## config.mk

```make
export PLATFORM = sky130hd
export DESIGN_NAME = noc_packet_unpacker
export DESIGN_NICKNAME = d
export VERILOG_FILES = /design/src/rtl/noc_config_pkg.sv /design/src/rtl/noc_packet_pkg.sv /design/src/rtl/noc_payload_slice.sv /design/src/rtl/noc_packet_unpacker.sv
export SDC_FILE = /design/constraint.sdc
export NUM_CORES = 1
export LEC_CHECK = 0
export ABC_CLOCK_PERIOD_IN_PS = 2300
export BUFFER_PORTS_ARGS = -buffer_cell sky130_fd_sc_hd__clkbuf_2
export CAP_MARGIN = 20
export CORE_MARGIN = 1
export CORE_UTILIZATION = 46
export DETAILED_ROUTE_END_ITERATION = 10
export PLACE_DENSITY_LB_ADDON = 0.05
export SLEW_MARGIN = 5
export SYNTH_ARGS = -nofsm -noshare
export SYNTH_HDL_FRONTEND = slang
export SYNTH_HIERARCHICAL = 1
export SYNTH_SLANG_ARGS = --single-unit
```

## constraint.sdc

```tcl
create_clock -name clk -period 2.3 [get_ports clk]
set_input_delay 0.46 -clock clk [delete_from_list [all_inputs] [get_ports clk]]
set_output_delay 0.46 -clock clk [all_outputs]
set_load 0.02 [all_outputs]
```

## src/rtl/noc_config_pkg.sv

```systemverilog
`default_nettype none
// ============================================================================
// Module      : noc_config_pkg
// Description : NoC-wide field-width configuration. Each NoC block takes one
//               noc_config struct as a parameter and derives its widths from it.
// Revision    : 1.0 - initial release
// ============================================================================
package noc_config_pkg;

    typedef struct packed {
        int unsigned address_width;
        int unsigned data_width;
        int unsigned id_x_width;
        int unsigned id_y_width;
        int unsigned vc_width;
        int unsigned tag_width;
        int unsigned length_width;
    } noc_config;

    // Header = 8 + 2+2+2+2 + 2 + 6 + 5 + 32 = 61 bits, fits a 64-bit flit.
    localparam noc_config NOC_DEFAULT_CONFIG = '{
        address_width : 32,
        data_width    : 64,
        id_x_width    : 2,
        id_y_width    : 2,
        vc_width      : 2,
        tag_width     : 6,
        length_width  : 5
    };

endpackage : noc_config_pkg
`default_nettype wire

```

## src/rtl/noc_packet_pkg.sv

```systemverilog
`default_nettype none
// ============================================================================
// Module      : noc_packet_pkg
// Description : Flit-protocol types shared by the packer and the unpacker:
//               flit type, header field struct, unpacker error codes, FSM
//               state encoding and the payload beat-count rule.
// Revision    : 1.0 - initial release
// ============================================================================
package noc_packet_pkg;

    import noc_config_pkg::*;

    typedef enum logic {
        NOC_FLIT_HEADER  = 1'b0,
        NOC_FLIT_PAYLOAD = 1'b1
    } noc_flit_type;

    typedef enum logic [1:0] {
        STRAY_PAYLOAD   = 2'd0,
        LENGTH_MISMATCH = 2'd1,
        BAD_HEADER      = 2'd2,
        STRAY_HEADER    = 2'd3
    } noc_unpack_error;

    typedef enum logic [1:0] {
        ST_IDLE    = 2'd0,
        ST_PAYLOAD = 2'd1,
        ST_DRAIN   = 2'd2
    } noc_unpack_state;

    localparam int unsigned C_HDR_TYPE_WIDTH  = 8;
    localparam int unsigned C_HAS_PAYLOAD_BIT = 7;

    localparam int unsigned C_DEF_AW  = NOC_DEFAULT_CONFIG.address_width;
    localparam int unsigned C_DEF_IXW = NOC_DEFAULT_CONFIG.id_x_width;
    localparam int unsigned C_DEF_IYW = NOC_DEFAULT_CONFIG.id_y_width;
    localparam int unsigned C_DEF_VCW = NOC_DEFAULT_CONFIG.vc_width;
    localparam int unsigned C_DEF_TW  = NOC_DEFAULT_CONFIG.tag_width;
    localparam int unsigned C_DEF_LW  = NOC_DEFAULT_CONFIG.length_width;

    // Packed MSB-first, so the first member (address) sits at the top of the
    // flit and ptype at bit 0: identical to the LSB-first wire layout.
    typedef struct packed {
        logic [C_DEF_AW-1:0]         address;
        logic [C_DEF_LW-1:0]         length;
        logic [C_DEF_TW-1:0]         tag;
        logic [C_DEF_VCW-1:0]        vc;
        logic [C_DEF_IYW-1:0]        src_y;
        logic [C_DEF_IXW-1:0]        src_x;
        logic [C_DEF_IYW-1:0]        dst_y;
        logic [C_DEF_IXW-1:0]        dst_x;
        logic [C_HDR_TYPE_WIDTH-1:0] ptype;
    } noc_header;

    // A length code of 0 encodes the largest packet (2^length_width beats).
    function automatic int unsigned noc_beat_count(input int unsigned length,
                                                   input int unsigned length_width);
        if (length == 0) begin
            return 32'd1 << length_width;
        end
        return length;
    endfunction

endpackage : noc_packet_pkg
`default_nettype wire

```

## src/rtl/noc_payload_slice.sv

```systemverilog
`default_nettype none
// ============================================================================
// Module      : noc_payload_slice
// Description : Single-entry valid/ready register slice carrying a data word
//               and a last flag. Accepts a new word in the same cycle the held
//               one is taken, so it sustains one beat per cycle.
// Ports       : clk, rst        - clock, synchronous active-high reset
//               i_in_*          - upstream valid/ready/data/last
//               o_out_*, i_out_ready - downstream valid/data/last/ready
// Revision    : 1.0 - initial release
// ============================================================================
module noc_payload_slice #(
    parameter int unsigned DATA_WIDTH = 64
) (
    input  logic                  clk,
    input  logic                  rst,
    input  logic                  i_in_valid,
    output logic                  o_in_ready,
    input  logic [DATA_WIDTH-1:0] i_in_data,
    input  logic                  i_in_last,
    output logic                  o_out_valid,
    input  logic                  i_out_ready,
    output logic [DATA_WIDTH-1:0] o_out_data,
    output logic                  o_out_last
);

    logic                  r_valid;
    logic [DATA_WIDTH-1:0] r_data;
    logic                  r_last;

    assign o_in_ready  = !r_valid || i_out_ready;
    assign o_out_valid = r_valid;
    assign o_out_data  = r_data;
    // Only meaningful alongside valid; masked so it never lingers after a beat.
    assign o_out_last  = r_valid && r_last;

    always_ff @(posedge clk) begin
        if (rst) begin
            r_valid <= 1'b0;
            r_data  <= '0;
            r_last  <= 1'b0;
        end else if (i_in_valid && o_in_ready) begin
            r_valid <= 1'b1;
            r_data  <= i_in_data;
            r_last  <= i_in_last;
        end else if (i_out_ready) begin
            r_valid <= 1'b0;
        end
    end

endmodule : noc_payload_slice
`default_nettype wire

```

## src/rtl/noc_packet_unpacker.sv

```systemverilog
`default_nettype none
// ============================================================================
// Module      : noc_packet_unpacker
// Description : Receive-side NoC endpoint. Decodes header flits into discrete
//               fields, turns payload flits into a counted beat stream with a
//               generated pld_last, and flags/drains malformed packets.
// Ports       : clk, rst            - clock, synchronous active-high reset
//               flit_*              - input flit stream (valid/ready/type/tail/data)
//               hdr_*               - decoded header output (valid/ready + fields)
//               pld_*               - payload beat output (valid/ready/data/last)
//               err_pulse/code      - one-cycle error strobe and its kind
//               err_count           - saturating error count
// Revision    : 1.0 - initial release
// ============================================================================
module noc_packet_unpacker
    import noc_config_pkg::*;
    import noc_packet_pkg::*;
#(
    parameter noc_config   CONFIG        = NOC_DEFAULT_CONFIG,
    parameter int unsigned ERR_CNT_WIDTH = 16
) (
    input  logic                              clk,
    input  logic                              rst,
    input  logic                              flit_valid,
    output logic                              flit_ready,
    input  logic                              flit_type,
    input  logic                              flit_tail,
    input  logic [CONFIG.data_width-1:0]      flit_data,
    output logic                              hdr_valid,
    input  logic                              hdr_ready,
    output logic [7:0]                        hdr_type,
    output logic [CONFIG.id_x_width-1:0]      hdr_dst_x,
    output logic [CONFIG.id_y_width-1:0]      hdr_dst_y,
    output logic [CONFIG.id_x_width-1:0]      hdr_src_x,
    output logic [CONFIG.id_y_width-1:0]      hdr_src_y,
    output logic [CONFIG.vc_width-1:0]        hdr_vc,
    output logic [CONFIG.tag_width-1:0]       hdr_tag,
    output logic [CONFIG.length_width-1:0]    hdr_length,
    output logic [CONFIG.address_width-1:0]   hdr_address,
    output logic                              pld_valid,
    input  logic                              pld_ready,
    output logic [CONFIG.data_width-1:0]      pld_data,
    output logic                              pld_last,
    output logic                              err_pulse,
    output logic [1:0]                        err_code,
    output logic [ERR_CNT_WIDTH-1:0]          err_count
);

    localparam int unsigned DW    = CONFIG.data_width;
    localparam int unsigned AW    = CONFIG.address_width;
    localparam int unsigned IXW   = CONFIG.id_x_width;
    localparam int unsigned IYW   = CONFIG.id_y_width;
    localparam int unsigned VCW   = CONFIG.vc_width;
    localparam int unsigned TW    = CONFIG.tag_width;
    localparam int unsigned LW    = CONFIG.length_width;
    localparam int unsigned HDR_W = C_HDR_TYPE_WIDTH + 2 * IXW + 2 * IYW + VCW + TW + LW + AW;
    // One extra bit so the length-0 case (2^LW beats) is representable.
    localparam int unsigned CNTW  = LW + 1;

    // Same layout as noc_packet_pkg::noc_header, sized from this instance's CONFIG.
    typedef struct packed {
        logic [AW-1:0]               address;
        logic [LW-1:0]               length;
        logic [TW-1:0]               tag;
        logic [VCW-1:0]              vc;
        logic [IYW-1:0]              src_y;
        logic [IXW-1:0]              src_x;
        logic [IYW-1:0]              dst_y;
        logic [IXW-1:0]              dst_x;
        logic [C_HDR_TYPE_WIDTH-1:0] ptype;
    } hdr_t;

    if (HDR_W > DW) begin : g_hdr_width_check
        $error("noc_packet_unpacker: header needs %0d bits, flit has %0d", HDR_W, DW);
    end

    noc_unpack_state  r_state;
    noc_unpack_state  w_state_nxt;

    hdr_t             w_hdr;
    hdr_t             r_hdr;
    logic             r_hdr_valid;
    logic [CNTW-1:0]  r_cnt;
    logic [CNTW-1:0]  w_beats;

    logic             w_is_payload;
    logic             w_has_payload;
    logic             w_flit_ready;
    logic             w_hdr_load;
    logic             w_cnt_load;
    logic             w_cnt_dec;
    logic             w_pld_push;
    logic             w_pld_last;
    logic             w_slice_in_ready;
    logic             w_err;
    noc_unpack_error  w_err_code;

    logic                     r_err_pulse;
    noc_unpack_error          r_err_code;
    logic [ERR_CNT_WIDTH-1:0] r_err_count;

    assign w_hdr         = flit_data[HDR_W-1:0];
    assign w_is_payload  = (noc_flit_type'(flit_type) == NOC_FLIT_PAYLOAD);
    assign w_has_payload = w_hdr.ptype[C_HAS_PAYLOAD_BIT];
    assign w_beats       = CNTW'(noc_beat_count(32'(w_hdr.length), LW));

    // ------------------------------------------------------------------
    // FSM: state register
    // ------------------------------------------------------------------
    always_ff @(posedge clk) begin
        if (rst) begin
            r_state <= ST_IDLE;
        end else begin
            r_state <= w_state_nxt;
        end
    end

    // ------------------------------------------------------------------
    // FSM: next state, flit acceptance and datapath controls
    // ------------------------------------------------------------------
    always_comb begin
        w_state_nxt  = r_state;
        w_flit_ready = 1'b0;
        w_hdr_load   = 1'b0;
        w_cnt_load   = 1'b0;
        w_cnt_dec    = 1'b0;
        w_pld_push   = 1'b0;
        w_pld_last   = 1'b0;
        w_err        = 1'b0;
        w_err_code   = STRAY_PAYLOAD;

        case (r_state)
            ST_IDLE: begin
                // Everything in IDLE, including flits that end up dropped,
                // waits for header-register space so error ordering stays
                // tied to header delivery.
                w_flit_ready = !r_hdr_valid || hdr_ready;
                if (flit_valid && w_flit_ready) begin
                    if (w_is_payload) begin
                        w_err      = 1'b1;
                        w_err_code = STRAY_PAYLOAD;
                    end else if (w_has_payload == flit_tail) begin
                        // Payload-bearing header marked tail, or header-only
                        // packet without tail: neither is a legal packet.
                        w_err      = 1'b1;
                        w_err_code = BAD_HEADER;
                        if (!flit_tail) begin
                            w_state_nxt = ST_DRAIN;
                        end
                    end else begin
                        w_hdr_load = 1'b1;
                        if (w_has_payload) begin
                            w_cnt_load  = 1'b1;
                            w_state_nxt = ST_PAYLOAD;
                        end
                    end
                end
            end

            ST_PAYLOAD: begin
                // Stray headers are swallowed without waiting on the slice.
                w_flit_ready = w_is_payload ? w_slice_in_ready : 1'b1;
                if (flit_valid && w_flit_ready) begin
                    if (!w_is_payload) begin
                        w_err      = 1'b1;
                        w_err_code = STRAY_HEADER;
                    end else begin
                        w_pld_push = 1'b1;
                        w_cnt_dec  = 1'b1;
                        if (r_cnt == CNTW'(1)) begin
                            w_pld_last = 1'b1;
                            if (flit_tail) begin
                                w_state_nxt = ST_IDLE;
                            end else begin
                                w_err       = 1'b1;
                                w_err_code  = LENGTH_MISMATCH;
                                w_state_nxt = ST_DRAIN;
                            end
                        end else if (flit_tail) begin
                            // Early tail: close the burst cleanly for the consumer.
                            w_pld_last  = 1'b1;
                            w_err       = 1'b1;
                            w_err_code  = LENGTH_MISMATCH;
                            w_state_nxt = ST_IDLE;
                        end
                    end
                end
            end

            ST_DRAIN: begin
                w_flit_ready = 1'b1;
                if (flit_valid && flit_tail) begin
                    w_state_nxt = ST_IDLE;
                end
            end

            default: begin
                w_state_nxt = ST_IDLE;
            end
        endcase
    end

    assign flit_ready = w_flit_ready;

    // ------------------------------------------------------------------
    // Header register and beat counter
    // ------------------------------------------------------------------
    always_ff @(posedge clk) begin
        if (rst) begin
            r_hdr_valid <= 1'b0;
            r_hdr       <= '0;
        end else if (w_hdr_load) begin
            r_hdr_valid <= 1'b1;
            r_hdr       <= w_hdr;
        end else if (hdr_ready) begin
            r_hdr_valid <= 1'b0;
        end
    end

    always_ff @(posedge clk) begin
        if (rst) begin
            r_cnt <= '0;
        end else if (w_cnt_load) begin
            r_cnt <= w_beats;
        end else if (w_cnt_dec) begin
            r_cnt <= r_cnt - CNTW'(1);
        end
    end

    assign hdr_valid   = r_hdr_valid;
    assign hdr_type    = r_hdr.ptype;
    assign hdr_dst_x   = r_hdr.dst_x;
    assign hdr_dst_y   = r_hdr.dst_y;
    assign hdr_src_x   = r_hdr.src_x;
    assign hdr_src_y   = r_hdr.src_y;
    assign hdr_vc      = r_hdr.vc;
    assign hdr_tag     = r_hdr.tag;
    assign hdr_length  = r_hdr.length;
    assign hdr_address = r_hdr.address;

    // ------------------------------------------------------------------
    // Error strobe and saturating counter
    // ------------------------------------------------------------------
    always_ff @(posedge clk) begin
        if (rst) begin
            r_err_pulse <= 1'b0;
            r_err_code  <= STRAY_PAYLOAD;
            r_err_count <= '0;
        end else begin
            r_err_pulse <= w_err;
            if (w_err) begin
                r_err_code <= w_err_code;
                if (r_err_count != {ERR_CNT_WIDTH{1'b1}}) begin
                    r_err_count <= r_err_count + ERR_CNT_WIDTH'(1);
                end
            end
        end
    end

    assign err_pulse = r_err_pulse;
    assign err_code  = r_err_code;
    assign err_count = r_err_count;

    // ------------------------------------------------------------------
    // Payload output slice
    // ------------------------------------------------------------------
    noc_payload_slice #(
        .DATA_WIDTH (DW)
    ) u_payload_slice (
        .clk         (clk),
        .rst         (rst),
        .i_in_valid  (w_pld_push),
        .o_in_ready  (w_slice_in_ready),
        .i_in_data   (flit_data),
        .i_in_last   (w_pld_last),
        .o_out_valid (pld_valid),
        .i_out_ready (pld_ready),
        .o_out_data  (pld_data),
        .o_out_last  (pld_last)
    );

endmodule : noc_packet_unpacker
`default_nettype wire

```

==> flow_summary.yaml, run 1 <==
worst_setup_path:
  crit_family: "simple AND/OR/NAND/NOR gates"
  cp.required_ps: 2640
  rr_endpoint: "err_count[15]"
  crit_buf_inv: 1
  r2r-start: "r_cnt[4]"
  timing_worst_setup_path_type: "flip-flop to flip-flop"
  slowest_delay_ps: 510
  start_kind: "flip-flop"
  path_max_fanout: 4
  r2r_slack_ps: -5
  endpoint_kind: "flip-flop"
  critical_path.cell_chain: "nor4_4 -> nand2_1 -> ha_1 -> nand2_2 -> a211oi_4 -> buf_6 -> o2111ai_4 -> or4b_4 -> a21oi_2"
  slowest_stage: "or4b_4"
  ff2ff_path_depth: 9
  cp.arrival_ps: 2650
sta:
  rsz0062_at_grt: "true"
  fin_skew_ps: 10.4
  max_freq_mhz: 434
  relSlewSlack_pct: 61.9
  setup_viol_count_final: 1
  period_needed_ps: 2300
  hold_viol_final: 0
  finalCritPeriodShare_pct: 100
  layout_setup_ws_ps: -4.50
  tightestPinTransition_ps: 572
  drv_slew: 0
  finalSetupTns_ps: -4.50
route:
  first_iter_violations: 402
  via_per_inst: 5.31
  drt-pass1-iter-count: 5
  drc: 0
  antenna_left: 0
  drt-total-wl_mm: 17.6
  wire_per_inst_um: 15.2
  vias: 6151
worst_hold_path:
  hold_path_class: "primary input to flip-flop"
  whs_path_depth: 3
  hold-path-endpoint: "u_payload_slice/o_out_data[63]"
  min_from: "flit_data[63]"
yosys:
  yosysSeqAreaShare_pct: 47.1
  syn-instance-count: 763
  syn_area_um2: 6590
  netlist_top_cells_area: "dfxtp_1, a21oi_1, a21bo_2"
  yosys.area.top_type: "dfxtp_1"
  ys_ff_latch: 155
  synth_cell_types: 46
  yosysTopAreaCellShare_pct: 47.1
  synth_nets: 842
  syn_avg_cell_area_um2: 8.63
  ys.flop_type: "dfxtp_1"
  synth_warnings: 6
  async_flop_share_pct: 0
  synth_edf_count: 0
cts:
  numCtsBuffers: 17
  max-clock-path-buffers: 2
  worstSkewPairLatency_ps: 420
  numClockSinks: 155
  cts.htree.levels: 4
  cts_root_buffer: "clkbuf_16"
  tritoncts: "done"
  clkTransAtPathRegs_ps: 60
die:
  die_area_um2: 14800
  rows: 43
  core-area_um2: 13900
  ios: 219
  initial_core_util_pct: 47.3
  die_w_um: 122
  die_y_um: 122
place:
  hpwlAfterDp_mm: 11.6
  portBuffers: 218
  gp_congestion: 0.848
  dp_cells: 1123
layout:
  area_growth_pct: 30.6
  drive_gt1_share_pct: 37.7
  layout_common_cells: "clkbuf_2, dfxtp_1, nand2_1, a21oi_1, nand3_1"
  layout_commonest_cell: "clkbuf_2"
  layout.cells.non_filler: 1158
  num-fill-cells: 1255
  fin_nets: 1044
  insertedDiodeCount: 0
pwr:
  powerDensity_nw_per_um2: 709
  p_leak_nw: 3.55
  vdd_ir_drop_max_mv: 0.415
global_routing:
  antenna_found_initial: 0
  track_usage_pct: 23.5
  grt_start_max_net_pins: 132
  grt_pass1_vias: 5764
  grt-ovfl-total: 0
  grt_first_pass_wirelength_mm: 27.6
run_status:
  violations: "setup timing"
  status: "complete, but fails checks"
flow_run:
  max_cap_violations: 0
-- power breakdown --
| part | switching, mW | internal [mW] | leakage (nW) |
|---|---|---|---|
| Sequential | 0.0429 | 2.76 | 1.25 |
| Clock | 1.09 | 1.57 | 0.276 |
| Combinational | 0.391 | 0.243 | 2.02 |
| Total | 1.52 | 4.57 | 3.55 |
-- cell type report --
| type | instances | area, um2 | area share (%) |
|---|---|---|---|
| clock buffers | 22 | 474 | 5.51 |
| clock inverters | 10 | 91.3 | 1.06 |
| inverters | 11 | 43.8 | 0.509 |
| multi-input cells | 533 | 3240 | 37.6 |
| flip-flops and latches | 155 | 3110 | 36.1 |
| well taps | 180 | 225 | 2.62 |
| repair buffers | 247 | 1430 | 16.6 |
-- worst register-to-register path, stage by stage, from the launching register on --
cell and delay (ps):
dfxtp_2 330, nor4_4 280, nand2_1 110, ha_1 300, nand2_2 70, a211oi_4 210
buf_6 170, o2111ai_4 130, or4b_4 510, a21oi_2 130
-- layer usage --
metal	track usage (%)	routed length, um	vias to the layer above
met2	39.6	8550	202
met3	6.55	1100	27
met4	8.56	325	0
li1	-	-	3047
met1	28.4	7630	2875
met5	0	0	-
-- registers in the layout, summed over array words and instances (netlist names) --
register and flops:
hdr_vc 2, hdr_length 5, err_count 16, hdr_src_y 2, u_payload_slice/r_last 1, u_payload_slice/o_out_valid 1, hdr_dst_y 2, r_cnt 6
hdr_valid 1, hdr_type 8, err_code 2, hdr_src_x 2, err_pulse 1, hdr_dst_x 2, u_payload_slice/o_out_data 64, hdr_tag 6
hdr_address 32, r_state 2
-- through the flow --
step | power [mW] | utilization, % | hold slack (ps) | setup slack (ps) | cell area, um2
floorplan | 3.21 | - | 467 | 3.63 | 6600
global placement | 3.45 | 56.8 | 441 | -29.6 | 7910
detailed placement | 3.47 | 56.8 | 449 | -61.8 | 7910
CTS | 6.14 | 61.3 | 259 | -10.1 | 8540
global route | 6.34 | 61.7 | 267 | -77.9 | 8600
finish | 6.10 | 61.7 | 275 | -4.50 | 8600
-- synthesized netlist by cell type (6+ instances only) --
library cell and count:
nor2_1 21, a21bo_2 52, nand2_1 138, ha_1 8, a21oi_1 134, nor4_1 6
clkbuf_1 26, buf_2 31, o21ai_0 9, nand3_1 72, nor2b_1 7, a21bo_1 13
or3_1 8, inv_1 11, dfxtp_1 155, a21oi_2 13
-- kinds of logic after synthesis --
logic type,count (synthesis),share of synthesized area (%)
AOI/OAI and AO/OA,237,24.9
xor gates and xnor gates,2,0.266
adders and majority gates,8,1.52
buffers and inverters,76,5.49
DFF,155,47.1
muxes,5,0.817
and+or+nand+nor,280,19.9
-- repair_timing --
item                                    CTS  global route
hold buffers                              0             0
hold endpoints to repair                  0             0
resized for setup                         8            12
buffers inserted                          1             1
pin swaps                                 6            19
endpoints found under the setup margin   11            14
gates cloned                              1             0
-- worst max path at each step --
stage | from | to | slack (ps) | depth (start not counted)
after floorplan | pld_ready | u_payload_slice/o_out_data[54] | 4 | 12
after global placement | r_cnt[2] | err_count[12] | -30 | 8
after detailed placement | r_cnt[2] | err_count[12] | -60 | 8
after CTS | r_cnt[2] | err_count[14] | -10 | 10
after global routing | r_cnt[4] | err_count[15] | -80 | 9
final | r_cnt[4] | err_count[15] | -5 | 9
Power figures use the tool's default switching activity.
==> run 2, diff against run 1 <==
--- a/config.mk
+++ b/config.mk
@@ -5,12 +5,14 @@
 export SDC_FILE = /design/constraint.sdc
 export NUM_CORES = 1
 export LEC_CHECK = 0
+export ABC_AREA = 1
 export ABC_CLOCK_PERIOD_IN_PS = 2300
-export BUFFER_PORTS_ARGS = -buffer_cell sky130_fd_sc_hd__clkbuf_2
 export CAP_MARGIN = 20
 export CORE_MARGIN = 1
-export CORE_UTILIZATION = 46
+export CORE_UTILIZATION = 57
+export CTS_CLUSTER_DIAMETER = 40
 export DETAILED_ROUTE_END_ITERATION = 10
+export DONT_BUFFER_PORTS = 1
 export PLACE_DENSITY_LB_ADDON = 0.05
 export SLEW_MARGIN = 5
 export SYNTH_ARGS = -nofsm -noshare
==> run 2 against run 1 <==
The flow now finishes without violations; clock skew down 1.5 ps; clock power up 3%; via count about the same; global-route usage up 4.2 points; synthesized area up 5.7%; largest power group unchanged; critical path depth down 4; highest routed layer unchanged.
==> flow_summary.yaml, run 2 <==
worst_setup_path:
  r2r_slack_ps: 340
  crit_start: "u_payload_slice/o_out_valid"
  critical_path.cell_chain: "nand2_4 -> inv_1 -> nand2_1 -> nand2_1 -> nand3_1"
  r2r-start: "r_cnt[0]"
  crit_buf_inv: 1
  crit_family: "simple AND/OR/NAND/NOR gates"
  slowest_delay_ps: 530
  cp.depth: 5
  rr_endpoint: "err_count[14]"
  slowest_stage: "dfxtp_1"
  start_kind: "flip-flop"
  worst_path_most_repeated_cell: "nand2_1"
  ff2ff_path_depth: 11
  path_max_fanout: 3
  cp.required_ps: 1840
  cp.arrival_ps: 1590
  endpoint_kind: "output port"
  timing_worst_setup_path_type: "flip-flop to output port"
die:
  die_y_um: 113
  core-area_um2: 11700
  ios: 219
  die_w_um: 113
  die_area_um2: 12700
  initial_core_util_pct: 59.7
  rows: 39
place:
  dp_cells: 1092
  hpwlAfterDp_mm: 11.7
  gp_congestion: 0.902
  post-place-ws_ps: 358
  portBuffers: 0
yosys:
  synth_warnings: 6
  ys_ff_latch: 155
  synth_edf_count: 0
  syn_avg_cell_area_um2: 7.03
  syn_area_um2: 6960
  syn-instance-count: 990
  netlist_top_cells_area: "dfxtp_1, nor2_1, nand2_1"
  synth_cell_types: 29
  ys.flop_type: "dfxtp_1"
  yosysSeqAreaShare_pct: 44.6
  yosys.area.top_type: "dfxtp_1"
  synth_nets: 1069
  synth_common_cells: "nor2_1, dfxtp_1, nand2_1, inv_1"
  yosysMostFrequentCell: "nor2_1"
  yosysTopAreaCellShare_pct: 44.6
  async_flop_share_pct: 0
route:
  wire_per_inst_um: 15.4
  drt-pass1-iter-count: 5
  vias: 6145
  via_per_inst: 5.47
  drt-total-wl_mm: 17.2
  drc: 0
  antenna_left: 0
  first_iter_violations: 343
sta:
  setup_viol_count_final: 0
  drv_slew: 0
  relSlewSlack_pct: 63.9
  layout_setup_ws_ps: 252
  max_freq_mhz: 488
  finalCritPeriodShare_pct: 89.0
  finalSetupTns_ps: 0
  rsz0062_at_grt: "false"
  fin_skew_ps: 8.89
  period_needed_ps: 2050
  hold_viol_final: 0
  tightestPinTransition_ps: 542
layout:
  largest_reg_flops: 64
  num-fill-cells: 1059
  drive_gt1_share_pct: 8.98
  layout_common_cells: "nor2_1, dfxtp_1, nand2_1, inv_1"
  final-seq-area_um2: 3100
  insertedDiodeCount: 0
  multiInputGateArea_um2: 3100
  layout_commonest_cell: "nor2_1"
  area_growth_pct: 8.25
  fin_nets: 1047
  layout.cells.non_filler: 1123
run_status:
  status: "finished clean"
cts:
  worstSkewPairLatency_ps: 420
  cts_hold_buf: 0
  numClockSinks: 155
  numCtsBuffers: 17
  post_cts_buffers: 0
  cts.htree.levels: 4
  clkTransAtPathRegs_ps: 60
  max-clock-path-buffers: 2
  cts_root_buffer: "clkbuf_16"
  tritoncts: "done"
  post_cts_resized: 0
worst_hold_path:
  whs_path_depth: 1
  min_from: "rst"
  hold-path-endpoint: "err_count[13]"
  hold_path_class: "primary input to flip-flop"
global_routing:
  track_usage_pct: 27.6
  antenna_found_initial: 0
  grt_start_max_net_pins: 132
  grt_pass1_vias: 5672
  grt-ovfl-total: 0
  grt_first_pass_wirelength_mm: 27.7
pwr:
  powerDensity_nw_per_um2: 981
  p_leak_nw: 3.37
  vdd_ir_drop_max_mv: 0.697
flow_run:
  max_cap_violations: 0
## run 2: cell count changes in the layout (fill, tap and decap cells not counted), moves of 7 or more
cell	change
clkbuf_2	-217
nor2_1	+202
inv_1	+86
o21ai_0	+61
a21bo_2	-52
a21oi_1	-50
nand2_1	+17
a21bo_1	-13
nand3_1	+10
a21oi_2	-9
nand2_2	+8
inv_2	+7
nor2_2	+7
or3_1	-7
## run 2: stage by stage
step           power, mW  util [%]  instance area (um2)  hold slack, ps
5_1_grt             7.75      64.6                 7530            84.1
6_report            7.39      64.6                 7530            99.1
3_3_place_gp        4.65      59.6                 6950             466
2_1_floorplan       4.49         -                 6960             451
4_1_cts             7.45      64.6                 7530            80.4
3_5_place_dp        4.70      59.6                 6950             476
## run 2: cell type report
type | instances | area share, %
flip-flops and latches | 155 | 41.2
clock buffers | 24 | 6.53
multi-input cells | 671 | 41.1
clock inverters | 7 | 1.18
inverters | 104 | 5.20
well taps | 143 | 2.37
repair buffers | 19 | 2.39
## run 2: worst max-delay path by stage
stage | endpoint
CTS | flit_ready
detailed placement | err_count[14]
global placement | err_count[13]
finish | flit_ready
floorplan | u_payload_slice/o_out_data[34]
global route | flit_ready
## run 2: worst reg2reg max path: stages (launching register included)
cell and delay [ps]:
dfxtp_1 370, ha_1 160, nand4_1 130, ha_1 310
nor2_2 40, nor2_1 100, nand2_2 80, nand2_4 160
nand2_4 160, inv_2 180, nand2_1 90, a21oi_2 120
## run 2: kinds of logic after synthesis
group / share of synthesized area [%]
buffers and inverters: 11.0
flip-flops: 44.6
AND/OR/NAND/NOR: 30.0
XOR/XNOR: 1.01
adder cells (fa/ha/maj): 1.44
AO/OA/AOI/OAI: 12.0
## run 2: routing by layer
| layer | global-route usage [%] | wire, um |
|---|---|---|
| met2 | 45.5 | 8200 |
| met4 | 13.9 | 523 |
| met3 | 10.9 | 1720 |
| met5 | 0 | 0 |
| met1 | 31.2 | 6800 |
## run 2: report_power, final
| group | switching (mW) | internal [mW] |
|---|---|---|
| Combinational | 0.768 | 0.410 |
| Clock | 1.03 | 1.70 |
| Sequential | 0.509 | 2.97 |
==> run 3, diff against run 2 <==
--- a/config.mk
+++ b/config.mk
@@ -13,7 +13,7 @@
 export CTS_CLUSTER_DIAMETER = 40
 export DETAILED_ROUTE_END_ITERATION = 10
 export DONT_BUFFER_PORTS = 1
-export PLACE_DENSITY_LB_ADDON = 0.05
+export PLACE_DENSITY = 0.75
 export SLEW_MARGIN = 5
 export SYNTH_ARGS = -nofsm -noshare
 export SYNTH_HDL_FRONTEND = slang
==> run 3 against run 2 <==
Design area is 0.95% higher; global-route usage is 0.096 points lower; worst hold slack worse by 2.6 ps; register-to-register slack hardly changed; sequential cell count stayed put; via count is 2.3% lower; sequential share of layout area is 0.39 points lower; highest routed layer unchanged.
==> flow_summary.yaml, run 3 (synthesis results as in run 2) <==
worst_setup_path:
  crit_buf_inv: 1
  critical_path.cell_chain: "nand2_4 -> inv_1 -> nand2_1 -> nand2_1 -> nand3_1"
  worst_path_most_repeated_cell: "nand2_1"
  timing_worst_setup_path_type: "flip-flop to output port"
  start_kind: "flip-flop"
  endpoint_kind: "output port"
  crit_family: "simple AND/OR/NAND/NOR gates"
  path_max_fanout: 3
  cp.arrival_ps: 1550
  slowest_stage: "dfxtp_1"
  cp.required_ps: 1840
  slowest_delay_ps: 500
cts:
  cts.htree.levels: 4
  cts_hold_buf: 0
  numClockSinks: 155
  worstSkewPairLatency_ps: 420
  post_cts_buffers: 0
  cts_root_buffer: "clkbuf_16"
  tritoncts: "done"
  post_cts_resized: 0
  clkTransAtPathRegs_ps: 60
  max-clock-path-buffers: 2
  numCtsBuffers: 17
flow_run:
  max_cap_violations: 0
worst_hold_path:
  hold_path_class: "primary input to flip-flop"
die:
  die_y_um: 113
  die_area_um2: 12700
  die_w_um: 113
  core-area_um2: 11700
  ios: 219
  rows: 39
  initial_core_util_pct: 59.7
layout:
  layout_common_cells: "nor2_1, dfxtp_1, nand2_1, inv_1"
  layout.cells.non_filler: 1121
  fin_nets: 1044
  layout_commonest_cell: "nor2_1"
  final_util_pct: 65.2
  drive_gt1_share_pct: 9.00
  insertedDiodeCount: 0
  largest_reg_flops: 64
  area_growth_pct: 9.28
  design_area_um2: 7610
route:
  wire_per_inst_um: 15.2
  first_iter_violations: 349
  drc: 0
  vias: 6003
  antenna_left: 0
  drt-pass1-iter-count: 7
  via_per_inst: 5.36
  drt-total-wl_mm: 17.1
global_routing:
  grt_pass1_vias: 5591
  grt_start_max_net_pins: 132
  track_usage_pct: 27.5
  grt_first_pass_wirelength_mm: 27.6
  antenna_found_initial: 0
  grt-ovfl-total: 0
sta:
  drv_slew: 0
  hold_ws_ps: 96.5
  finalSetupTns_ps: 0
  finalCritPeriodShare_pct: 87.3
  fin_skew_ps: 7.69
  layout_setup_ws_ps: 293
  period_needed_ps: 2010
  tightestPinTransition_ps: 694
  setup_viol_count_final: 0
  relSlewSlack_pct: 53.4
  rsz0062_at_grt: "false"
  hold_viol_final: 0
  max_freq_mhz: 498
pwr:
  p_leak_nw: 3.38
  vdd_ir_drop_max_mv: 0.646
  powerDensity_nw_per_um2: 1010
  power_mw: 7.66
place:
  post-place-ws_ps: 346
  hpwlAfterDp_mm: 11.1
  portBuffers: 0
  gp_congestion: 0.844
  dpl_cell_area_um2: 6970
  dp_cells: 1089
run_status:
  status: "finished clean"
==> run 3: changes by cell type in the layout (fill, tap and decap cells not counted) <==
cell	delta
bufinv_16	+2
inv_1	-1
buf_4	-6
clkinv_1	+1
clkbuf_8	-1
clkbuf_1	-2
clkinv_2	-1
buf_12	+3
clkinvlp_4	+3
==> run 3: worst paths after layout <==
| check | start | cells after the start | end | slack [ps] |
|---|---|---|---|---|
| hold reg to reg | r_cnt[5] | 2 | r_cnt[5] | 480 |
| setup reg to reg | r_cnt[0] | 11 | err_count[13] | 340 |
| hold / removal | rst | 1 | err_count[13] | 100 |
| setup / recovery | u_payload_slice/o_out_valid | 5 | flit_ready | 290 |
==> run 3: metal layers <==
| metal | track usage [%] | wire length, um | up-vias |
|---|---|---|---|
| li1 | - | - | 3063 |
| met5 | 0 | 0 | - |
| met2 | 44.3 | 7780 | 218 |
| met3 | 9.67 | 1440 | 34 |
| met1 | 33.1 | 7370 | 2688 |
| met4 | 12.5 | 495 | 0 |
==> run 3: cell type report <==
type | instances | area (um2)
Inverter | 104 | 392
Timing Repair Buffer | 16 | 195
Multi-Input combinational cell | 671 | 3100
Fill cell | 1071 | 4060
Tap cell | 143 | 179
Sequential cell | 155 | 3100
Clock inverter | 11 | 166
Clock buffer | 21 | 470
==> run 3: worst reg2reg max path, cell delays in order (launching register included) <==
cell and delay, ps:
dfxtp_1 380, ha_1 170, nand4_1 130, ha_1 310, nor2_2 40, nor2_1 100, nand2_2 80, nand2_4 160
nand2_4 160, inv_2 160, nand2_1 80, a21oi_2 120
==> run 3: power by group <==
| group | total, mW | switching, mW | internal [mW] | leakage [nW] |
|---|---|---|---|---|
| combinational | 1.19 | 0.765 | 0.420 | 1.82 |
| sequential | 3.48 | 0.509 | 2.97 | 1.26 |
| clock | 2.99 | 1.09 | 1.90 | 0.305 |
